`src/rtl/iq_4interp.sv`:
```
// iq_4interp: interpolate-by-4 I/Q block.
// One strobed input sample becomes four output samples, one per strobe_req tick.
// The output is scaled by 1/4, which keeps a decimate-by-4 summing stage
// followed by this block at unity gain.
//
// Build option IQ_4INTERP_LINEAR_EN:
//   undefined - zero-order hold, out = active >>> 2
//   defined   - linear interpolation between the previous and the current
//               held sample, out_k = (prev*(4-k) + active*k) >>> 4
// Ports, latency and flag behaviour are the same in both builds.
//
// Handshake: strobe_in and strobe_req are one-cycle pulses qualified by ce;
// strobe_out is a one-cycle pulse, high exactly one clk after a qualified
// strobe_req, and I_out/Q_out are valid while it is high and hold afterwards.
// There is no backpressure: an unconsumed pending sample is overwritten (overrun)
// and a period that starts with nothing pending emits zeros (underrun).

module iq_4interp #(
  parameter int DATA_WIDTH = 16
) (
  input  logic                         clk,
  input  logic                         rst,
  input  logic                         ce,
  input  logic                         strobe_in,
  input  logic signed [DATA_WIDTH-1:0] I_in,
  input  logic signed [DATA_WIDTH-1:0] Q_in,
  input  logic                         strobe_req,
  output logic signed [DATA_WIDTH-1:0] I_out,
  output logic signed [DATA_WIDTH-1:0] Q_out,
  output logic                         strobe_out,
  output logic                         underrun,
  output logic                         overrun
);

  // Input buffer, sample being emitted, and output-rate phase.
  logic signed [DATA_WIDTH-1:0] r_pend_i;
  logic signed [DATA_WIDTH-1:0] r_pend_q;
  logic                         r_pend_valid;
  logic signed [DATA_WIDTH-1:0] r_act_i;
  logic signed [DATA_WIDTH-1:0] r_act_q;
  logic [1:0]                   r_phase;

  // Registered outputs.
  logic signed [DATA_WIDTH-1:0] r_i_out;
  logic signed [DATA_WIDTH-1:0] r_q_out;
  logic                         r_strobe_out;
  logic                         r_underrun;
  logic                         r_overrun;

  // Qualified events for this cycle.
  logic w_req;
  logic w_cap;
  logic w_period_start;

  // Active value as it will be after this cycle; the output of a strobe_req
  // uses the active register as updated by that same strobe_req.
  logic signed [DATA_WIDTH-1:0] w_next_act_i;
  logic signed [DATA_WIDTH-1:0] w_next_act_q;

  // Output sample computed for the current phase.
  logic signed [DATA_WIDTH-1:0] w_out_i;
  logic signed [DATA_WIDTH-1:0] w_out_q;

  assign w_req          = ce & strobe_req;
  assign w_cap          = ce & strobe_in;
  assign w_period_start = w_req & (r_phase == 2'd0);

  // Select the sample that will be active: pending at a period start,
  // zeros on an underrun, otherwise unchanged.
  always_comb begin
    w_next_act_i = r_act_i;
    w_next_act_q = r_act_q;
    if (w_period_start) begin
      if (r_pend_valid) begin
        w_next_act_i = r_pend_i;
        w_next_act_q = r_pend_q;
      end else begin
        w_next_act_i = '0;
        w_next_act_q = '0;
      end
    end
  end

`ifdef IQ_4INTERP_LINEAR_EN
  // Previously active sample, the start point of the interpolation ramp.
  logic signed [DATA_WIDTH-1:0] r_prev_i;
  logic signed [DATA_WIDTH-1:0] r_prev_q;
  logic signed [DATA_WIDTH-1:0] w_next_prev_i;
  logic signed [DATA_WIDTH-1:0] w_next_prev_q;

  // (prev*(4-k) + act*k) >>> 4 at DATA_WIDTH+3 bits; weights sum to 4 so the
  // shifted result always fits back into DATA_WIDTH bits.
  function automatic logic signed [DATA_WIDTH-1:0] lerp4(
    input logic signed [DATA_WIDTH-1:0] p,
    input logic signed [DATA_WIDTH-1:0] a,
    input logic [1:0]                   k
  );
    logic signed [DATA_WIDTH+2:0] pe;
    logic signed [DATA_WIDTH+2:0] ae;
    logic signed [DATA_WIDTH+2:0] sum;
    logic signed [DATA_WIDTH+2:0] shifted;
    pe = {{3{p[DATA_WIDTH-1]}}, p};
    ae = {{3{a[DATA_WIDTH-1]}}, a};
    case (k)
      2'd0:    sum = pe <<< 2;
      2'd1:    sum = (pe <<< 1) + pe + ae;
      2'd2:    sum = (pe <<< 1) + (ae <<< 1);
      default: sum = pe + (ae <<< 1) + ae;
    endcase
    shifted = sum >>> 4;
    return shifted[DATA_WIDTH-1:0];
  endfunction

  // prev takes the old active value at each period start.
  always_comb begin
    w_next_prev_i = r_prev_i;
    w_next_prev_q = r_prev_q;
    if (w_period_start) begin
      w_next_prev_i = r_act_i;
      w_next_prev_q = r_act_q;
    end
  end

  // Interpolated output for the phase in effect at this strobe_req.
  always_comb begin
    w_out_i = lerp4(w_next_prev_i, w_next_act_i, r_phase);
    w_out_q = lerp4(w_next_prev_q, w_next_act_q, r_phase);
  end

  // prev register update.
  always_ff @(posedge clk or posedge rst) begin
    if (rst) begin
      r_prev_i <= '0;
      r_prev_q <= '0;
    end else begin
      r_prev_i <= w_next_prev_i;
      r_prev_q <= w_next_prev_q;
    end
  end
`else
  // Zero-order hold scaled by 1/4 (arithmetic shift, floor rounding).
  always_comb begin
    w_out_i = w_next_act_i >>> 2;
    w_out_q = w_next_act_q >>> 2;
  end
`endif

  // Input buffer: capture on strobe_in, release at a period start. A capture
  // coinciding with a period start refills the buffer in the same cycle.
  always_ff @(posedge clk or posedge rst) begin
    if (rst) begin
      r_pend_i     <= '0;
      r_pend_q     <= '0;
      r_pend_valid <= 1'b0;
    end else if (w_cap) begin
      r_pend_i     <= I_in;
      r_pend_q     <= Q_in;
      r_pend_valid <= 1'b1;
    end else if (w_period_start) begin
      r_pend_valid <= 1'b0;
    end
  end

  // Active sample and phase counter.
  always_ff @(posedge clk or posedge rst) begin
    if (rst) begin
      r_act_i <= '0;
      r_act_q <= '0;
      r_phase <= 2'd0;
    end else begin
      r_act_i <= w_next_act_i;
      r_act_q <= w_next_act_q;
      if (w_req) r_phase <= r_phase + 2'd1;
    end
  end

  // Output samples and one-cycle pulses; pulses drop to 0 whenever no
  // qualified event occurred, including every cycle with ce=0.
  always_ff @(posedge clk or posedge rst) begin
    if (rst) begin
      r_i_out      <= '0;
      r_q_out      <= '0;
      r_strobe_out <= 1'b0;
      r_underrun   <= 1'b0;
      r_overrun    <= 1'b0;
    end else begin
      r_strobe_out <= w_req;
      r_underrun   <= w_period_start & ~r_pend_valid;
      r_overrun    <= w_cap & r_pend_valid & ~w_period_start;
      if (w_req) begin
        r_i_out <= w_out_i;
        r_q_out <= w_out_q;
      end
    end
  end

  assign I_out      = r_i_out;
  assign Q_out      = r_q_out;
  assign strobe_out = r_strobe_out;
  assign underrun   = r_underrun;
  assign overrun    = r_overrun;

endmodule

```
`config.mk`:
```
export PLATFORM = sky130hd
export DESIGN_NAME = iq_4interp
export DESIGN_NICKNAME = d
export VERILOG_FILES = /design/src/rtl/iq_4interp.sv
export SDC_FILE = /design/constraint.sdc
export NUM_CORES = 1
export LEC_CHECK = 0
export BUFFER_PORTS_ARGS = -buffer_cell sky130_fd_sc_hd__clkbuf_2
export CORE_MARGIN = 2
export CORE_UTILIZATION = 30
export CTS_CLUSTER_SIZE = 16
export DETAILED_ROUTE_END_ITERATION = 8
export SYNTH_ARGS = -nofsm -noshare
export SYNTH_HDL_FRONTEND = slang
export SYNTH_SLANG_ARGS = --single-unit
```
`constraint.sdc`:
```
create_clock -name clk -period 7.82 [get_ports clk]
set_input_delay 1.564 -clock clk [delete_from_list [all_inputs] [get_ports clk]]
set_output_delay 1.564 -clock clk [all_outputs]
set_load 0.005 [all_outputs]
```
==> impl_metrics.toml, run 1 <==
[pwr]
p_sw_mw = 0.538
share_clk_of_total_power = 0.274
power.leakage_nw = 2.13
irDropWorstVdd_mv = 0.204
cellInternalPower_mw = 1.18
combPwrFrac = 0.275
pwr-share-seq = 0.451
power.switching_fraction = 0.314
power_density_nw_per_um2 = 366

[worst_setup_path]
crit_path_start = "strobe_req"
cp-end-kind = "flop"
start_kind = "primary input"
crit_path_max_fanout = 31
rrSetupSlack_ns = 5.22
setup.worst_path.class = "in -> reg"
worst-endpoint-arrival_ns = 3.42
worst-endpoint-required_ns = 8.07
worst_r2r_startpoint = "r_phase[0]$_DFFE_PP0P_"
endpoint = "r_act_q[10]$_DFF_PP0_"
worstRegToRegCells = 4
r2r-end = "r_act_q[10]$_DFF_PP0_"

[logic_synthesis]
syn_area_sq_um = 3960
yosysSeqAreaShare = 0.569
synth-main-ff-cell = "sky130_fd_sc_hd__dfrtp_1"
yosys_warnings = 0
yosys_register_bits = 90
synth.distinct_cells = 20
synthesis.nets = 399
post_synth_edffs = 0
synthArstFlopShare = 1.00
post_synth.cell_area_avg_sq_um = 11.0
netlist_instances = 361

[final_layout]
layout-area-overhead-vs-synth_pct = 18.1
layout.filler_cells = 1279
multi_input_logic_area_sq_um = 1400
commonest_non_fill_non_tap_cell_in_the_layout = "sky130_fd_sc_hd__dfrtp_1"
n_antenna_cell = 0
post_layout_nonfiller_instances = 586
final_nets = 447
seqCellArea_sq_um = 2250
commonest_non_fill_non_tap_cells_in_the_layout = "89 x sky130_fd_sc_hd__dfrtp_1, 67 x sky130_fd_sc_hd__clkbuf_2, 31 x sky130_fd_sc_hd__inv_1, 29 x sky130_fd_sc_hd__nand2_1, 29 x sky130_fd_sc_hd__nand3_1"
drive_gt1_frac = 0.215

[floorplan]
die_area_sq_um = 14100
die_width_um = 119
vert_die_dim_um = 119
boundaryPins = 72
start_util = 0.310
placeableCoreArea_sq_um = 12800
fp-row-count = 41

[timing]
finalSetupViolCount = 0
timing_hold_violations_final = 0
tightestPinTransition_ns = 0.959
timing.final.ws_setup_ns = 4.65
setup-tns-final_ns = 0
skew_ns = 0.00694
worst_slew_margin = 0.361
drv_slew = 0
fin_worst_hold_slack_ns = 0.519
rsz0062_at_grt = "false"
fmax_ghz = 0.315
post-route-min-period_ns = 3.17
final.period_utilization = 0.406

[route]
route.detailed.wl_per_inst_um = 13.6
detail_route.drc_violations = 0
drt_iter0_drc = 181
vias = 2693
drtPass1Iterations = 4
post_drt_via_cell_ratio = 4.60
detail_route.wirelength_mm = 7.95
postRouteAntennaNets = 0

[clock_tree]
clockRootBuffer = "sky130_fd_sc_hd__clkbuf_16"
postCtsSetupBuffers = 0
reg_clk_slew_reported_paths_ns = 0.06
cts_resized = 0
htree_levels = 3
numCtsBuffers = 9
cts_hold_buf = 0
cts_sinks = 90
insertion_delay_ns = 0.33
cts_tree = "built"
cts_buffer_depth = 2

[global_routing]
grt_start_max_net_pins = 58
number_of_global_route_vias_before_repair = 2715
initial_antenna_violation_count = 0
grt_use_total = 0.122
grt-ovfl-total = 0
wire_length_of_the_first_global_routing_pass_mm = 13.7

[placement]
dpl.hpwl_mm = 4.94
preCtsSetupSlack_ns = 4.30
post-place-cells = 570
io_buffer_count = 67
weighted_congestion_at_the_end_of_routability_driven_global_placement = 0.679

[hold_path]
hold_start = "r_act_q[15]$_DFF_PP0_"
holdCritPathClass = "reg -> reg"

[run]
maxCapViolations = 0

[outcome]
status = "complete, no violations"
[per-layer routing]
metal / vias up / wire length (um) / global-route usage / part of all wire
met4: 0 / 116 / 0.0417 / 0.015
met1: 1316 / 3660 / 0.156 / 0.46
met2: 57 / 3780 / 0.196 / 0.48
li1: 1310 / - / - / -
met3: 10 / 394 / 0.0374 / 0.050
met5: - / 0 / 0 / 0
[critical path, stage by stage]
cell,delay (ns)
sky130_fd_sc_hd__clkbuf_2,0.57
sky130_fd_sc_hd__and3_2,0.96
sky130_fd_sc_hd__mux2i_1,0.29
[layout make-up]
type	count	share of cell area
Clock buffer	12	0.0548
Sequential cell	90	0.482
Timing Repair Buffer	70	0.0765
Inverter	32	0.0262
Clock inverter	4	0.0158
Multi-Input combinational cell	206	0.299
Tap cell	172	0.0460
[how the worst min path moves through the flow]
stage,endpoint,slack [ns],cells past startpoint
floorplan,r_pend_q[14]$_DFFE_PP0P_,0.49,1
global placement,r_pend_i[2]$_DFFE_PP0P_,0.50,1
detailed placement,r_act_i[9]$_DFF_PP0_,0.51,2
CTS,r_act_q[3]$_DFF_PP0_,0.52,2
global route,r_act_i[7]$_DFF_PP0_,0.54,2
finish,r_act_q[15]$_DFF_PP0_,0.52,2
[flip-flops by register name (all words and copies together), names as in the netlist]
signal,cells
overrun,1
r_pend_q,14
r_pend_i,14
I_out,14
underrun,1
r_act_q,14
strobe_out,1
Q_out,14
r_act_i,14
r_pend_valid,1
r_phase,2
[through the flow]
| step | area [sq um] | total power, mW | util |
|---|---|---|---|
| 4_1_cts | 4680 | 1.75 | 0.366 |
| 3_3_place_gp | 4350 | 1.25 | 0.340 |
| 3_5_place_dp | 4350 | 1.27 | 0.340 |
| 6_report | 4680 | 1.71 | 0.366 |
| 2_1_floorplan | 3960 | 1.11 | - |
| 5_1_grt | 4680 | 1.85 | 0.366 |
[power by group through the flow]
stage / registers, mW / clock network (mW) / logic (mW)
after CTS: 0.777 / 0.486 / 0.483
after floorplan: 0.739 / 0 / 0.370
after global routing: 0.802 / 0.504 / 0.545
final: 0.773 / 0.469 / 0.471
after detailed placement: 0.784 / 0 / 0.483
after global placement: 0.778 / 0 / 0.467
[cell families (layout without fill, tap and decap cells)]
family                     after synthesis  count (layout)  synth area share
muxes                                   56              56             0.150
DFF                                     90              90             0.569
AOI/OAI and AO/OA                       58              58            0.0821
and+or+nand+nor                         90              90             0.114
adders and majority gates                1               1           0.00316
buffers and inverters                   65             118            0.0790
xor gates and xnor gates                 1               1           0.00221
[synthesized netlist by cell type (2+ instances only)]
| library cell | count | share of area |
|---|---|---|
| sky130_fd_sc_hd__a21oi_1 | 28 | 0.035 |
| sky130_fd_sc_hd__a31oi_1 | 28 | 0.044 |
| sky130_fd_sc_hd__and2_1 | 2 | 0.0032 |
| sky130_fd_sc_hd__buf_2 | 16 | 0.020 |
| sky130_fd_sc_hd__buf_4 | 7 | 0.013 |
| sky130_fd_sc_hd__buf_6 | 3 | 0.0085 |
| sky130_fd_sc_hd__clkbuf_1 | 7 | 0.0066 |
| sky130_fd_sc_hd__dfrtp_1 | 90 | 0.57 |
| sky130_fd_sc_hd__inv_1 | 32 | 0.030 |
| sky130_fd_sc_hd__mux2_1 | 28 | 0.080 |
| sky130_fd_sc_hd__mux2i_1 | 28 | 0.071 |
| sky130_fd_sc_hd__nand2_1 | 29 | 0.027 |
| sky130_fd_sc_hd__nand2b_1 | 28 | 0.044 |
| sky130_fd_sc_hd__nand3_1 | 29 | 0.037 |
(Power assumes the default switching activity.)
==> run 2: changes to the inputs <==
Clock period 7.82 ns to 3 ns, I/O delays scaled along.
==> run 2 against run 1 <==
  * Worst hold slack worse by 0.22 ns
  * Cell count is 0.68% higher
  * Sequential share of layout area is 0.10 points lower
  * Critical path type unchanged
  * Largest cell class unchanged
  * Largest power group unchanged
==> impl_metrics.toml, run 2 (synthesis results as in run 1) <==
[outcome]
status = "complete, no violations"

[timing]
finalSetupViolCount = 0
fmax_ghz = 0.592
tightestPinTransition_ns = 0.983
post-route-min-period_ns = 1.69
fin_worst_hold_slack_ns = 0.299
skew_ns = 0.00617
worst_slew_margin = 0.345
setup-tns-final_ns = 0
timing_hold_violations_final = 0
rsz0062_at_grt = "false"
final.period_utilization = 0.563
drv_slew = 0
timing.final.ws_setup_ns = 1.31

[worst_setup_path]
cp_cell_sequence = "clkbuf_2 > and3_2 > buf_12 > mux2i_1"
cp_slowest_stage_delay_ns = 0.54
rrSetupSlack_ns = 1.36
worst_r2r_startpoint = "r_phase[0]$_DFFE_PP0P_"
crit_path_max_fanout = 20
worstRegToRegCells = 5
cp-end-kind = "flop"
start_kind = "primary input"
r2r-end = "r_act_i[10]$_DFF_PP0_"
worst-endpoint-arrival_ns = 1.95
worst-endpoint-required_ns = 3.26
setup.worst_path.class = "in -> reg"
crit_path_top_delay_cell = "sky130_fd_sc_hd__and3_2"

[clock_tree]
cts_sinks = 90
numCtsBuffers = 9
cts_hold_buf = 0
cts_resized = 0
reg_clk_slew_reported_paths_ns = 0.06
insertion_delay_ns = 0.34
cts_tree = "built"
htree_levels = 3
cts_buffer_depth = 2
postCtsSetupBuffers = 0
clockRootBuffer = "sky130_fd_sc_hd__clkbuf_16"

[final_layout]
final_nets = 451
post_layout_nonfiller_instances = 590
seqCellArea_sq_um = 2250
commonest_non_fill_non_tap_cell_in_the_layout = "sky130_fd_sc_hd__dfrtp_1"
finish.instance_area_sq_um = 4690
drive_gt1_frac = 0.222
commonest_non_fill_non_tap_cells_in_the_layout = "89 x sky130_fd_sc_hd__dfrtp_1, 67 x sky130_fd_sc_hd__clkbuf_2, 31 x sky130_fd_sc_hd__inv_1, 29 x sky130_fd_sc_hd__nand2_1, 29 x sky130_fd_sc_hd__nand3_1"
layout.filler_cells = 1299
n_antenna_cell = 0
layout-area-overhead-vs-synth_pct = 18.4
multi_input_logic_area_sq_um = 1400

[floorplan]
boundaryPins = 72
die_area_sq_um = 14100
placeableCoreArea_sq_um = 12800
die_width_um = 119
start_util = 0.310
vert_die_dim_um = 119
fp-row-count = 41

[global_routing]
met1_usage = 0.171
initial_antenna_violation_count = 0
number_of_global_route_vias_before_repair = 2767
most_congested_layer_reported_by_global_routing = "met2"
gr-usage-met2 = 0.200
wire_length_of_the_first_global_routing_pass_mm = 14.3
routing_usage_on_met3 = 0.0479
grt_start_max_net_pins = 58
grt-ovfl-total = 0
grt_use_total = 0.131

[placement]
postPlaceCellArea_sq_um = 4420
preCtsSetupSlack_ns = 0.932
io_buffer_count = 67
dpl.hpwl_mm = 5.49
weighted_congestion_at_the_end_of_routability_driven_global_placement = 0.712
post-place-cells = 574

[route]
drt_iter0_drc = 145
route.detailed.wl_per_inst_um = 14.5
detail_route.wirelength_mm = 8.54
post_drt_via_cell_ratio = 4.66
detail_route.drc_violations = 0
postRouteAntennaNets = 0
drtPass1Iterations = 4
vias = 2747

[pwr]
power_density_nw_per_um2 = 925
irDropWorstVdd_mv = 0.392
power.leakage_nw = 2.13

[run]
maxCapViolations = 0

[hold_path]
holdCritPathClass = "in -> async"
## run 2: changes by cell type in the layout (fill, tap and decap cells not counted)
| cell | previous run | this run |
|---|---|---|
| sky130_fd_sc_hd__clkinv_4 | 1 | 0 |
| sky130_fd_sc_hd__bufinv_16 | 2 | 0 |
| sky130_fd_sc_hd__clkbuf_8 | 2 | 1 |
| sky130_fd_sc_hd__clkinv_2 | 1 | 3 |
| sky130_fd_sc_hd__buf_4 | 3 | 4 |
| sky130_fd_sc_hd__clkinvlp_4 | 0 | 2 |
| sky130_fd_sc_hd__buf_12 | 0 | 3 |
## run 2: per-stage QoR
stage,util,power (mW)
6_report,0.367,4.33
3_3_place_gp,0.346,3.27
4_1_cts,0.367,4.41
3_5_place_dp,0.346,3.35
5_1_grt,0.367,4.69
2_1_floorplan,-,2.89
## run 2: how the worst max path moves through the flow
stage	from	to	cells after the start
floorplan	rst	I_out[0]$_DFFE_PP0P_	1
global placement	ce	r_act_q[7]$_DFF_PP0_	4
detailed placement	ce	r_act_q[9]$_DFF_PP0_	4
CTS	ce	r_act_q[9]$_DFF_PP0_	4
global route	ce	r_act_i[10]$_DFF_PP0_	4
finish	ce	r_act_i[10]$_DFF_PP0_	4
## run 2: report_power, final
part	total, mW	switching (mW)	internal, mW
clock network	1.04	0.457	0.579
registers	2.03	0.354	1.68
logic	1.27	0.645	0.623
## run 2: cell type report
cell class                      count  area share
Sequential cell                    90       0.481
Multi-Input combinational cell    206       0.298
Timing Repair Buffer               74      0.0907
Clock buffer                       11      0.0518
Tap cell                          172      0.0459
Inverter                           32      0.0262
Clock inverter                      5     0.00641
## run 2: worst max-delay path: cells and delay by family
family | cells | cell delay, ns
buffers and inverters | 2 | 0.57
AND/OR/NAND/NOR | 1 | 0.54
multiplexers | 1 | 0.22
## run 2: per-layer routing
layer,wire length (um),up-vias,part of all wire
met1,4010,1362,0.47
met2,3930,57,0.46
met5,0,-,0
met3,423,13,0.050
li1,-,1315,-
met4,176,0,0.021
==> run 3: changes to the inputs <==
Settings changed: ABC_AREA from default to 1.
Clock period 3 ns to 1.65 ns, I/O delays scaled along.
==> run 3 against run 2 <==
  * Global-route usage grew 0.84 points
  * Cell count grew 16%
  * Setup slack lost 1.0 ns
  * Sequential cell count is the same
  * Worst hold slack lost 0.21 ns
  * Via count grew 5.2%
  * Critical path type is now reg -> reg
  * Largest power group unchanged
  * Highest routed layer unchanged
==> impl_metrics.toml, run 3 <==
[logic_synthesis]
yosysSeqAreaShare = 0.594
synth.top_cells.by_area = "sky130_fd_sc_hd__dfrtp_1 59%, sky130_fd_sc_hd__nand2_1 20%, sky130_fd_sc_hd__nand3_1 7.5%, sky130_fd_sc_hd__and2_1 4.6%, sky130_fd_sc_hd__inv_1 3.4%"
post_synth.cell_area_avg_sq_um = 8.56
synth_largest_area_cell = "sky130_fd_sc_hd__dfrtp_1"
post_synth_edffs = 0
synth-main-ff-cell = "sky130_fd_sc_hd__dfrtp_1"
syn_area_sq_um = 3790
area_share_of_the_largest_cell_type_after_synthesis = 0.594
synthesis.nets = 481
synth.most_common_cell = "sky130_fd_sc_hd__nand2_1"
netlist_instances = 443
synth.distinct_cells = 15
yosys_warnings = 0
synthArstFlopShare = 1.00
yosys-top-cells-count = "199 x sky130_fd_sc_hd__nand2_1, 90 x sky130_fd_sc_hd__dfrtp_1, 57 x sky130_fd_sc_hd__nand3_1"
yosys_register_bits = 90

[worst_setup_path]
crit_path_top_delay_cell = "sky130_fd_sc_hd__dfrtp_1"
cp_cell_sequence = "inv_1 > ha_1 > inv_1 > nor2_2 > buf_4 > nand2_1 > and2_1"
worst-endpoint-required_ns = 1.88
timing.critical_path.buf_inv = 3
cpLargestDelayFamily = "flip-flops"
crit_path_max_fanout = 17
start_kind = "flop"
worst-endpoint-arrival_ns = 1.61
cp_common_cell = "sky130_fd_sc_hd__inv_1"
setup.worst_path.class = "reg -> reg"
cp_slowest_stage_delay_ns = 0.37
cp-end-kind = "flop"

[final_layout]
fin_util = 0.374
layout-area-overhead-vs-synth_pct = 23.1
multi_input_logic_area_sq_um = 1250
drive_gt1_frac = 0.198
layout.filler_cells = 1284
seqCellArea_sq_um = 2250
post_layout_nonfiller_instances = 687
n_antenna_cell = 0
commonest_non_fill_non_tap_cell_in_the_layout = "sky130_fd_sc_hd__nand2_1"
final_nets = 548
commonest_non_fill_non_tap_cells_in_the_layout = "199 x sky130_fd_sc_hd__nand2_1, 90 x sky130_fd_sc_hd__dfrtp_1, 67 x sky130_fd_sc_hd__clkbuf_2, 57 x sky130_fd_sc_hd__nand3_1, 33 x sky130_fd_sc_hd__inv_1"

[timing]
final.period_utilization = 0.836
fmax_ghz = 0.725
tightestPinTransition_ns = 0.502
timing.final.ws_setup_ns = 0.270
timing_hold_violations_final = 0
rsz0062_at_grt = "false"
post-route-min-period_ns = 1.38
skew_ns = 0.00592
worst_slew_margin = 0.665
setup-tns-final_ns = 0
finalSetupViolCount = 0
drv_slew = 0

[route]
detail_route.drc_violations = 0
vias = 2889
postRouteAntennaNets = 0
detail_route.wirelength_mm = 8.61
post_drt_via_cell_ratio = 4.21
drtPass1Iterations = 4
route.detailed.wl_per_inst_um = 12.5
drt_iter0_drc = 126

[clock_tree]
clockRootBuffer = "sky130_fd_sc_hd__clkbuf_16"
cts_tree = "built"
cts_buffer_depth = 2
htree_levels = 3
postCtsSetupBuffers = 0
reg_clk_slew_reported_paths_ns = 0.07
cts_resized = 0
numCtsBuffers = 9
cts_hold_buf = 0
insertion_delay_ns = 0.34
cts_sinks = 90

[pwr]
power_density_nw_per_um2 = 1550
finalPower_mw = 7.24
irDropWorstVdd_mv = 0.504
power.leakage_nw = 2.52

[floorplan]
vert_die_dim_um = 116
die_area_sq_um = 13500
fp-row-count = 41
start_util = 0.304
placeableCoreArea_sq_um = 12500
die_width_um = 116
boundaryPins = 72

[placement]
io_buffer_count = 67
dpl.hpwl_mm = 5.85
weighted_congestion_at_the_end_of_routability_driven_global_placement = 0.724
post-place-cells = 671
preCtsSetupSlack_ns = 0.278

[global_routing]
number_of_global_route_vias_before_repair = 2838
grt_start_max_net_pins = 91
grt_use_total = 0.139
grt-ovfl-total = 0
wire_length_of_the_first_global_routing_pass_mm = 14.4
initial_antenna_violation_count = 0

[outcome]
status = "complete, no violations"

[run]
maxCapViolations = 0

[hold_path]
holdCritPathClass = "in -> async"
==> run 3: metrics by stage <==
stage	hold WS, ns	cell area (sq um)
4_1_cts	0.119	4670
5_1_grt	0.161	4670
6_report	0.0935	4670
3_3_place_gp	0.455	4340
3_5_place_dp	0.459	4340
2_1_floorplan	0.442	3790
==> run 3: kinds of logic after synthesis <==
family | share of synthesized area
AO/OA/AOI/OAI | 0.00264
buffers and inverters | 0.0749
XOR/XNOR | 0.00231
flip-flops | 0.594
adder cells (fa/ha/maj) | 0.00330
AND/OR/NAND/NOR | 0.323
==> run 3: where the power goes <==
part,internal [mW],switching (mW)
logic,0.815,1.01
clock network,1.34,0.889
registers,2.89,0.294
==> run 3: path summary, 6_finish.rpt <==
path / start / end / slack, ns / cells after the start
worst min register to register: r_pend_i[4]$_DFFE_PP0P_ / r_pend_i[4]$_DFFE_PP0P_ / 0.47 / 2
worst max-delay path: r_phase[0]$_DFFE_PP0P_ / r_act_i[3]$_DFF_PP0_ / 0.27 / 7
max in group asynchronous: rst / r_pend_q[2]$_DFFE_PP0P_ / 1.15 / 3
worst min-delay path: rst / r_pend_q[14]$_DFFE_PP0P_ / 0.09 / 3
min in group clk: I_in[4] / r_pend_i[4]$_DFFE_PP0P_ / 0.21 / 3
worst max register to register: r_phase[0]$_DFFE_PP0P_ / r_act_i[3]$_DFF_PP0_ / 0.27 / 7
==> run 3: routing by layer <==
metal / global-route usage / wire length (um) / share of wire / up-vias
met5: 0 / 0 / 0 / -
met4: 0.0405 / 71 / 0.0082 / 0
met3: 0.0394 / 454 / 0.053 / 5
met2: 0.220 / 3990 / 0.46 / 63
met1: 0.188 / 4090 / 0.48 / 1339
li1: - / - / - / 1482
==> run 3: worst reg2reg max path: stages (launching register included) <==
cell and delay (ns):
sky130_fd_sc_hd__dfrtp_1 0.37, sky130_fd_sc_hd__inv_1 0.09, sky130_fd_sc_hd__ha_1 0.17, sky130_fd_sc_hd__inv_1 0.05, sky130_fd_sc_hd__nor2_2 0.11, sky130_fd_sc_hd__buf_4 0.23
sky130_fd_sc_hd__nand2_1 0.10, sky130_fd_sc_hd__and2_1 0.16
==> run 3: area by class of cell <==
class | count | share of cell area
repair buffers | 84 | 0.105
flip-flops and latches | 90 | 0.483
clock buffers | 9 | 0.0483
well taps | 172 | 0.0461
clock inverters | 7 | 0.0217
inverters | 34 | 0.0282
multi-input cells | 291 | 0.269
